<file path="src/rtl/addr_seq_ctrl.sv">
// Address-sequencing controller: drives an external loadable counter across a burst
// range, strobes each address to memory and checks the counter against its own copy.
module addr_seq_ctrl #(
  parameter int AW = 8,
  parameter int LW = AW + 1
) (
  input  logic          clk,
  input  logic          res,
  input  logic          cmd_valid,
  output logic          cmd_ready,
  input  logic [AW-1:0] cmd_start,
  input  logic [LW-1:0] cmd_len,
  input  logic          stall,
  input  logic          abort,
  input  logic [AW-1:0] CNT,
  output logic          load,
  output logic [AW-1:0] CNT_In,
  output logic          EN,
  output logic          acc_valid,
  output logic          acc_last,
  output logic          busy,
  output logic          done,
  output logic          addr_err
);

  typedef enum logic [1:0] {IDLE, LOAD, RUN, DONE} state_t;

  localparam logic [LW-1:0] MAX_LEN = LW'(2 ** AW);
  localparam logic [LW-1:0] ONE_LEN = LW'(1);

  state_t        state;
  logic [AW-1:0] start_q;
  logic [AW-1:0] exp_q;
  logic [LW-1:0] rem_q;
  logic          beat;
  logic          last;

  // A beat needs RUN with the memory side ready; abort outranks both stall and the last beat.
  assign beat      = (state == RUN) && !stall && !abort;
  assign last      = (rem_q == ONE_LEN);

  assign cmd_ready = (state == IDLE);
  assign busy      = (state != IDLE);
  assign done      = (state == DONE);
  assign load      = (state == LOAD) && !abort;
  assign CNT_In    = start_q;
  assign EN        = beat && !last;
  assign acc_valid = beat;
  assign acc_last  = beat && last;

  // EN is withheld on the final beat so the counter parks on the last address.
  always_ff @(posedge clk or negedge res) begin
    if (!res) begin
      state    <= IDLE;
      start_q  <= '0;
      rem_q    <= '0;
      exp_q    <= '0;
      addr_err <= 1'b0;
    end else begin
      case (state)
        IDLE: begin
          if (cmd_valid) begin
            start_q  <= cmd_start;
            rem_q    <= (cmd_len > MAX_LEN) ? MAX_LEN : cmd_len;
            addr_err <= 1'b0;
            state    <= (cmd_len == '0) ? DONE : LOAD;
          end
        end
        LOAD: begin
          if (abort) begin
            state <= IDLE;
          end else begin
            exp_q <= start_q;
            state <= RUN;
          end
        end
        RUN: begin
          if (abort) begin
            state <= IDLE;
          end else if (!stall) begin
            rem_q <= rem_q - ONE_LEN;
            exp_q <= exp_q + AW'(1);
            if (CNT != exp_q) addr_err <= 1'b1;
            if (last) state <= DONE;
          end
        end
        DONE: state <= IDLE;
        default: state <= IDLE;
      endcase
    end
  end

endmodule

</file>
<file path="config.mk">
export PLATFORM = sky130hd
export DESIGN_NAME = addr_seq_ctrl
export DESIGN_NICKNAME = d
export VERILOG_FILES = /design/src/rtl/addr_seq_ctrl.sv
export SDC_FILE = /design/constraint.sdc
export NUM_CORES = 1
export LEC_CHECK = 0
export CORE_MARGIN = 8
export CORE_UTILIZATION = 28
export DETAILED_ROUTE_END_ITERATION = 12
export SYNTH_ARGS = -nofsm -noshare
export SYNTH_HDL_FRONTEND = slang
export SYNTH_SLANG_ARGS = --single-unit
export TNS_END_PERCENT = 1
</file>
<file path="constraint.sdc">
create_clock -name clk -period 3.15 [get_ports clk]
set_input_delay 0.315 -clock clk [delete_from_list [all_inputs] [get_ports clk]]
set_output_delay 0.315 -clock clk [all_outputs]
set_load 0.02 [all_outputs]
</file>
==> impl_metrics.yaml, run 1 <==
outcome:
  run_status: "complete, no violations"
routing:
  final_antenna_net_count: 0
  route.detailed.drc: 0
  wl_per_cell_um: 14.9
  drt-total-wl_mm: 4.44
  vias_per_cell: 5.09
  drt_iter0_drc: 66
  vias: 1513
  first_pass_iters: 4
die:
  die_w_um: 93.9
  io_pins: 46
  dieHeight_um: 93.9
  rows: 28
  dieArea_um2: 8820
  initial_core_util_pct: 28.9
  core-area_um2: 5890
hold_path:
  hold_class: "input pin to asynchronous set/reset pin"
grt:
  overflow: 0
  grt_usage_pct: 10.1
  antenna_found_initial: 0
  first_global_vias: 1520
  grt_max_degree: 29
  grt_pass1_wl_mm: 7.17
logic_synthesis:
  synth_cells: 181
  synth_edf_count: 0
  syn_avg_cell_area_um2: 9.39
  synth_top_area_share_pct: 41.2
  ys_async_sr_fraction_pct: 100
  ys_seq_elements: 28
  yosys.area.top_type: "dfrtp_1"
  syn_area_um2: 1700
  ys_warn_count: 0
  syn_nets: 214
  seq_area_frac_synth_pct: 41.2
  synth.distinct_cells: 46
  ys.flop_type: "dfrtp_1"
  ys_top_cells_by_area: "dfrtp_1, mux2_2, o21ai_0"
sta:
  max_freq_ghz: 0.407
  final-setup-viol-count: 0
  period_needed_ps: 2450
  tns_ps: 0
  min_period_over_period_pct: 77.9
  fin_skew_ps: 3.39
  worst_slack_ps: 696
  grt_setup_unrepaired: "no"
  drv_slew: 0
  tightestPinTransition_ps: 842
  hold_viol_final: 0
  maxSlewHeadroom_pct: 43.1
clock_network:
  cts-root-buf: "clkbuf_8"
  cts_hold_buf: 0
  postCtsSetupRepairBufs: 0
  cts_tree: "built"
  path_clk_slew_ps: 90
  cts_buffers: 3
  htree_num_levels: 1
  clk_latency_ps: 280
  cts.sinks: 28
  cts_resized: 0
  clockBufferDepth: 2
worst_setup_path:
  criticalPathCategory: "flip-flop to primary output"
  critical_path_arrival_ps: 2140
  path_delay_family: "simple AND/OR/NAND/NOR gates"
  cp_slowest_stage_delay_ps: 610
  path_buf_inv: 1
  end_kind: "primary output"
  worst-path-max-fanout: 4
  start_kind: "flip-flop"
  required_ps: 2830
  path_cells: "nor3_1 > and4b_1 > and2_1 > clkdlybuf4s50_1"
  crit_path_top_delay_cell: "clkdlybuf4s50_1"
power:
  p_per_area_nw_per_um2: 660
  ir_worst_vdd_mv: 0.244
  cellLeakagePower_uw: 0.000878
finish:
  antenna_cells: 0
  fin_util_pct: 38.1
  regArea_um2: 701
  fill_cells: 619
  syn_to_final_growth_pct: 32.0
  multi_input_area_um2: 897
  nNetsFinal: 257
  layout-drive-gt1-share_pct: 10.4
  final_cell_area_um2: 2240
run:
  maxCapViolCount: 0
placed_design:
  hpwl_mm: 3.32
  portBuffers: 45
  place_ws_ps: 828
  place_area_um2: 2200
  place_congestion: 0.785
path summary, 6_finish.rpt:
path                                           start               endpoint  slack (ps)  cells past startpoint
worst min-delay path                             res   rem_q[3]$_DFFE_PN0P_         410                      2
max in group asynchronous                        res  CNT_In[0]$_DFFE_PN0P_        2460                      2
worst min register to register  rem_q[7]$_DFFE_PN0P_   rem_q[7]$_DFFE_PN0P_         510                      2
worst max register to register  rem_q[0]$_DFFE_PN0P_   rem_q[6]$_DFFE_PN0P_        1150                      6
worst max-delay path            rem_q[5]$_DFFE_PN0P_               acc_last         700                      4
min in group clk                rem_q[7]$_DFFE_PN0P_   rem_q[7]$_DFFE_PN0P_         510                      2
sequential cells by signal, summed over array words and instances, names as in the netlist:
name	count
exp_q	8
state	2
rem_q	9
addr_err	1
CNT_In	8
cell usage in the layout, fill, tap and decap left out, types with 2 or more instances in the layout:
cell / netlist / final
nand2b_1: 2 / 2
nor2b_1: 3 / 3
inv_1: 10 / 10
o22ai_1: 5 / 5
nor4b_1: 2 / 2
nor2_1: 11 / 11
mux2_2: 8 / 8
clkdlybuf4s50_1: 0 / 45
ha_1: 3 / 3
nor4_1: 2 / 2
xor2_1: 8 / 8
buf_4: 1 / 3
a32oi_1: 5 / 5
nor3_1: 5 / 5
a21oi_1: 15 / 15
dfrtp_1: 28 / 28
o21ai_0: 16 / 16
clkbuf_8: 0 / 3
o21ai_1: 2 / 2
or3_1: 3 / 3
nand2_1: 11 / 11
nand3_1: 6 / 6
a31oi_1: 3 / 3
nor3b_1: 2 / 2
kinds of logic after synthesis:
| logic type | synth area share, % |
|---|---|
| adder cells (fa/ha/maj) | 2.21 |
| AO/OA/AOI/OAI | 22.5 |
| multiplexers | 5.89 |
| AND/OR/NAND/NOR | 18.1 |
| buffers and inverters | 5.96 |
| XOR/XNOR | 4.12 |
| flip-flops | 41.2 |
final cells by class:
cell class                      instances  area share (%)
Multi-Input combinational cell        133            40.0
Sequential cell                        28            31.2
Inverter                               10            1.67
Timing Repair Buffer                   48            21.1
Clock buffer                            3            1.84
Tap cell                               75            4.18
worst register-to-register path, delay by kind of cell, from the launching register on:
kind	cells	cell delay (ps)
simple gates	1	700
compound gates	3	400
flops	1	430
fa+ha+maj	1	220
buf+inv	1	110
routing by layer:
metal	part of all wire, %	vias up	GRT usage, %
li1	-	740	-
met1	47	727	12.8
met2	47	40	16.5
met3	4.1	6	1.44
met4	1.9	0	4.36
met5	0	-	0
stage by stage:
| step | total power [uW] | hold WS [ps] | std cells |
|---|---|---|---|
| final | 1480 | 408 | 297 |
| after global routing | 1600 | 447 | 297 |
| after CTS | 1500 | 429 | 297 |
| after detailed placement | 1290 | 490 | 294 |
| after global placement | 1280 | 485 | 294 |
| after floorplan | 1050 | 19.4 | 181 |
power by group:
part | internal (uW) | total, uW | leakage (uW) | switching, uW
clock | 86.1 | 199 | 0.0000216 | 113
sequential | 484 | 638 | 0.000334 | 153
combinational | 315 | 645 | 0.000522 | 330
cells in the mapped netlist, types with 2 or more instances:
cell and count:
a21oi_1 15, a31oi_1 3, a32oi_1 5, buf_2 6, buf_6 2, dfrtp_1 28, ha_1 3, inv_1 10
mux2_2 8, nand2_1 11, nand2b_1 2, nand3_1 6, nor2_1 11, nor2b_1 3, nor3_1 5, nor3b_1 2
nor4_1 2, nor4b_1 2, o21ai_0 16, o21ai_1 2, o22ai_1 5, or3_1 3, xor2_1 8
(Power assumes the default switching activity.)
==> run 2, diff against run 1 <==
- clock period: 3.15 -> 2.5 ns (I/O delays scaled with it)
==> impl_metrics.yaml, run 2 (synthesis gave the netlist of run 1 again) <==
finish:
  regMostFlops: "rem_q"
  largest_reg_flops: 9
  layout-drive-gt1-share_pct: 12.0
  final_cell_area_um2: 2290
  syn_to_final_growth_pct: 35.0
  fill_cells: 595
  final_cell_mix: "clkdlybuf4s50_1, dfrtp_1, o21ai_0, a21oi_1"
  nNetsFinal: 259
  antenna_cells: 0
  mostFrequentLayoutCell: "clkdlybuf4s50_1"
hold_path:
  hold_class: "input pin to asynchronous set/reset pin"
routing:
  top_layer_used: "met4"
  wl_per_cell_um: 15.4
  drt-total-wl_mm: 4.63
  first_pass_iters: 4
  dr_wl_met2_mm: 2.20
  vias_per_cell: 5.20
  wl_met1_mm: 2.15
  route.detailed.drc: 0
  wl_met3_um: 203
  final_antenna_net_count: 0
  drt_iter0_drc: 153
  vias: 1560
worst_setup_path:
  cp_slowest_stage_delay_ps: 610
  path_delay_family: "buffers and inverters"
  reg2reg_depth: 4
  worst-path-stages: 6
  path_cells: "inv_1 > ha_1 > nor2b_1 > and4b_1 > and2_1 > clkdlybuf4s50_1"
  start_kind: "flip-flop"
  critical_path_arrival_ps: 2060
  criticalPathCategory: "flip-flop to primary output"
  path_buf_inv: 2
  crit_path_top_delay_cell: "clkdlybuf4s50_1"
  worst-path-max-fanout: 3
  required_ps: 2250
  end_kind: "primary output"
clock_network:
  path_clk_slew_ps: 110
  clk_latency_ps: 280
  cts_resized: 0
  cts_buffers: 3
  cts.sinks: 28
  htree_num_levels: 1
  cts_hold_buf: 0
  postCtsSetupRepairBufs: 0
  cts_tree: "built"
  clockBufferDepth: 2
  cts-root-buf: "clkbuf_8"
sta:
  grt_setup_unrepaired: "no"
  min_period_over_period_pct: 92.5
  drv_slew: 0
  hold_viol_final: 0
  tightestPinTransition_ps: 657
  period_needed_ps: 2310
  final-setup-viol-count: 0
  max_freq_ghz: 0.432
  maxSlewHeadroom_pct: 56.2
  tns_ps: 0
  fin_skew_ps: 9.15
die:
  rows: 28
  dieArea_um2: 8820
  io_pins: 46
  dieHeight_um: 93.9
  core-area_um2: 5890
  die_w_um: 93.9
  initial_core_util_pct: 28.9
power:
  cellLeakagePower_uw: 0.000904
  ir_worst_vdd_mv: 0.323
  p_per_area_nw_per_um2: 880
placed_design:
  hpwl_mm: 3.40
  place_congestion: 0.768
  portBuffers: 45
  place_area_um2: 2220
run:
  maxCapViolCount: 0
grt:
  overflow: 0
  antenna_found_initial: 0
  grt_pass1_wl_mm: 7.70
  grt_max_degree: 29
  grt_usage_pct: 10.6
  first_global_vias: 1566
outcome:
  run_status: "complete, no violations"
run 2: cell count changes in the layout (fill, tap and decap cells not counted):
cell,previous run,this run
nor3_1,5,4
nor3_2,0,1
bufinv_16,0,1
buf_4,3,5
run 2: worst paths after layout:
kind / from / to / slack [ps]
worst max-delay path: rem_q[1]$_DFFE_PN0P_ / acc_last / 190
worst min-delay path: res / CNT_In[7]$_DFFE_PN0P_ / 340
worst max register to register: state[0]$_DFFE_PN0P_ / exp_q[7]$_DFFE_PN0P_ / 710
worst min register to register: rem_q[7]$_DFFE_PN0P_ / rem_q[7]$_DFFE_PN0P_ / 530
max in group asynchronous: res / CNT_In[0]$_DFFE_PN0P_ / 1880
min in group clk: rem_q[7]$_DFFE_PN0P_ / rem_q[7]$_DFFE_PN0P_ / 530
run 2: layout make-up:
cell class | count | area (um2) | share of cell area [%]
Clock buffer | 3 | 41.3 | 1.80
Clock inverter | 1 | 30.0 | 1.31
Inverter | 10 | 37.5 | 1.64
Multi-Input combinational cell | 133 | 902 | 39.3
Sequential cell | 28 | 701 | 30.6
Tap cell | 75 | 93.8 | 4.09
Timing Repair Buffer | 50 | 488 | 21.3
run 2: where the power goes:
part	internal (uW)	switching (uW)
Clock	215	153
Sequential	610	197
Combinational	415	428
run 2: worst reg2reg max path: stages (launching register included):
cell and delay [ps]:
dfrtp_1 500, or3b_4 440, a21oi_4 400, a21boi_2 260
a2bb2oi_2 130
run 2: routing by layer:
metal	track usage (%)	vias up
met4	4.10	0
li1	-	746
met5	0	-
met1	14.2	758
met3	1.28	7
met2	16.9	49
run 2: metrics by stage:
step                      utilization, %  setup WS (ps)  hold WS [ps]  total power [uW]  std cells
after detailed placement            37.7            320           489              1650        296
after floorplan                        -            530         -45.6              1330        181
after CTS                           38.9            108           353              2020        300
final                               39.0            187           343              2020        300
after global routing                39.0           16.3           373              2170        300
after global placement              37.7            401           490              1630        296
==> run 3, diff against run 2 <==
- MAX_ROUTING_LAYER: default -> met4
==> impl_metrics.yaml, run 3 (synthesis gave the netlist of run 1 again) <==
worst_setup_path:
  path_cells: "inv_1 > ha_1 > nor2b_1 > and4b_1 > and2_1 > clkdlybuf4s50_1"
  critical_path_arrival_ps: 2060
  path_delay_family: "buffers and inverters"
  start_kind: "flip-flop"
  criticalPathCategory: "flip-flop to primary output"
  end_kind: "primary output"
  path_buf_inv: 2
  worst-path-stages: 6
  worst-path-max-fanout: 3
  required_ps: 2250
  cp_slowest_stage_delay_ps: 610
  reg2reg_depth: 4
  crit_path_top_delay_cell: "clkdlybuf4s50_1"
die:
  dieArea_um2: 8820
  io_pins: 46
  core-area_um2: 5890
  dieHeight_um: 93.9
  initial_core_util_pct: 28.9
  rows: 28
  die_w_um: 93.9
hold_path:
  hold_class: "input pin to asynchronous set/reset pin"
grt:
  grt_usage_pct: 10.9
  met3_usage_pct: 1.20
  grt_pass1_wl_mm: 7.69
  gr-max-usage-layer: "met2"
  grtUsageMet1_pct: 14.3
  grtUsageMet2_pct: 16.9
  antenna_found_initial: 0
  first_global_vias: 1569
  grt_max_degree: 29
  overflow: 0
clock_network:
  cts_buffers: 3
  postCtsSetupRepairBufs: 0
  cts.sinks: 28
  cts_tree: "built"
  cts-root-buf: "clkbuf_8"
  clk_latency_ps: 280
  htree_num_levels: 1
  path_clk_slew_ps: 110
  clockBufferDepth: 2
sta:
  drv_slew: 0
  tns_ps: 0
  max_freq_ghz: 0.432
  hold_viol_final: 0
  fin_skew_ps: 7.58
  min_period_over_period_pct: 92.6
  tightestPinTransition_ps: 664
  maxSlewHeadroom_pct: 55.7
  final-setup-viol-count: 0
  grt_setup_unrepaired: "no"
  period_needed_ps: 2310
placed_design:
  hpwl_mm: 3.40
  place_congestion: 0.778
  portBuffers: 45
routing:
  wl_per_cell_um: 15.5
  drt-total-wl_mm: 4.65
  vias_per_cell: 5.22
  first_pass_iters: 4
  route.detailed.drc: 0
  final_antenna_net_count: 0
  drt_iter0_drc: 157
  vias: 1566
finish:
  final_cell_mix: "clkdlybuf4s50_1, dfrtp_1, o21ai_0, a21oi_1"
  fin_util_pct: 39.0
  layout-drive-gt1-share_pct: 12.0
  syn_to_final_growth_pct: 35.0
  fill_cells: 595
  largest_reg_flops: 9
  nNetsFinal: 259
  antenna_cells: 0
  regMostFlops: "rem_q"
  mostFrequentLayoutCell: "clkdlybuf4s50_1"
power:
  cellLeakagePower_uw: 0.000904
  p_per_area_nw_per_um2: 882
  ir_worst_vdd_mv: 0.323
outcome:
  run_status: "complete, no violations"
run:
  maxCapViolCount: 0
## run 3: cell counts in the layout (fill, tap and decap cells not counted)
No cell type changed its count.
## run 3: area by class of cell
cell class	count	area, um2	area share, %
clock inverters	1	30.0	1.31
multi-input cells	133	902	39.3
clock buffers	3	41.3	1.80
inverters	10	37.5	1.64
repair buffers	50	488	21.3
flip-flops and latches	28	701	30.6
well taps	75	93.8	4.09
## run 3: timing repair
action,4_1_cts,5_1_grt
hold buffers,0,0
resized for setup,0,1
endpoints found under the setup margin,0,1
## run 3: where the power goes
part           switching (uW)  total (uW)  internal, uW  leakage (uW)
sequential                198         808           610      0.000334
combinational             429         844           415      0.000534
clock                     155         370           215     0.0000357
total                     783        2020          1240      0.000904
## run 3: final timing paths
path | from | to | slack, ps
max in group asynchronous | res | CNT_In[0]$_DFFE_PN0P_ | 1880
setup / recovery | rem_q[1]$_DFFE_PN0P_ | acc_last | 190
min in group clk | rem_q[7]$_DFFE_PN0P_ | rem_q[7]$_DFFE_PN0P_ | 530
setup reg to reg | state[0]$_DFFE_PN0P_ | exp_q[7]$_DFFE_PN0P_ | 710
hold / removal | res | CNT_In[7]$_DFFE_PN0P_ | 340
hold reg to reg | rem_q[7]$_DFFE_PN0P_ | rem_q[7]$_DFFE_PN0P_ | 530
## run 3: per-layer routing
layer / share of wire, % / vias up / routed length, um
met5: 0 / - / 0
met4: 1.7 / 0 / 81
met3: 4.4 / 7 / 205
met2: 47 / 53 / 2200
met1: 46 / 760 / 2160
li1: - / 746 / -
## run 3: stage by stage
| stage | hold slack [ps] | area [um2] | instances | power [uW] | setup slack (ps) |
|---|---|---|---|---|---|
| finish | 343 | 2290 | 300 | 2020 | 186 |
| global route | 373 | 2290 | 300 | 2170 | 16.3 |
| CTS | 353 | 2290 | 300 | 2020 | 108 |
| detailed placement | 489 | 2220 | 296 | 1650 | 320 |
| global placement | 490 | 2220 | 296 | 1630 | 401 |
| floorplan | -45.6 | 1700 | 181 | 1330 | 530 |
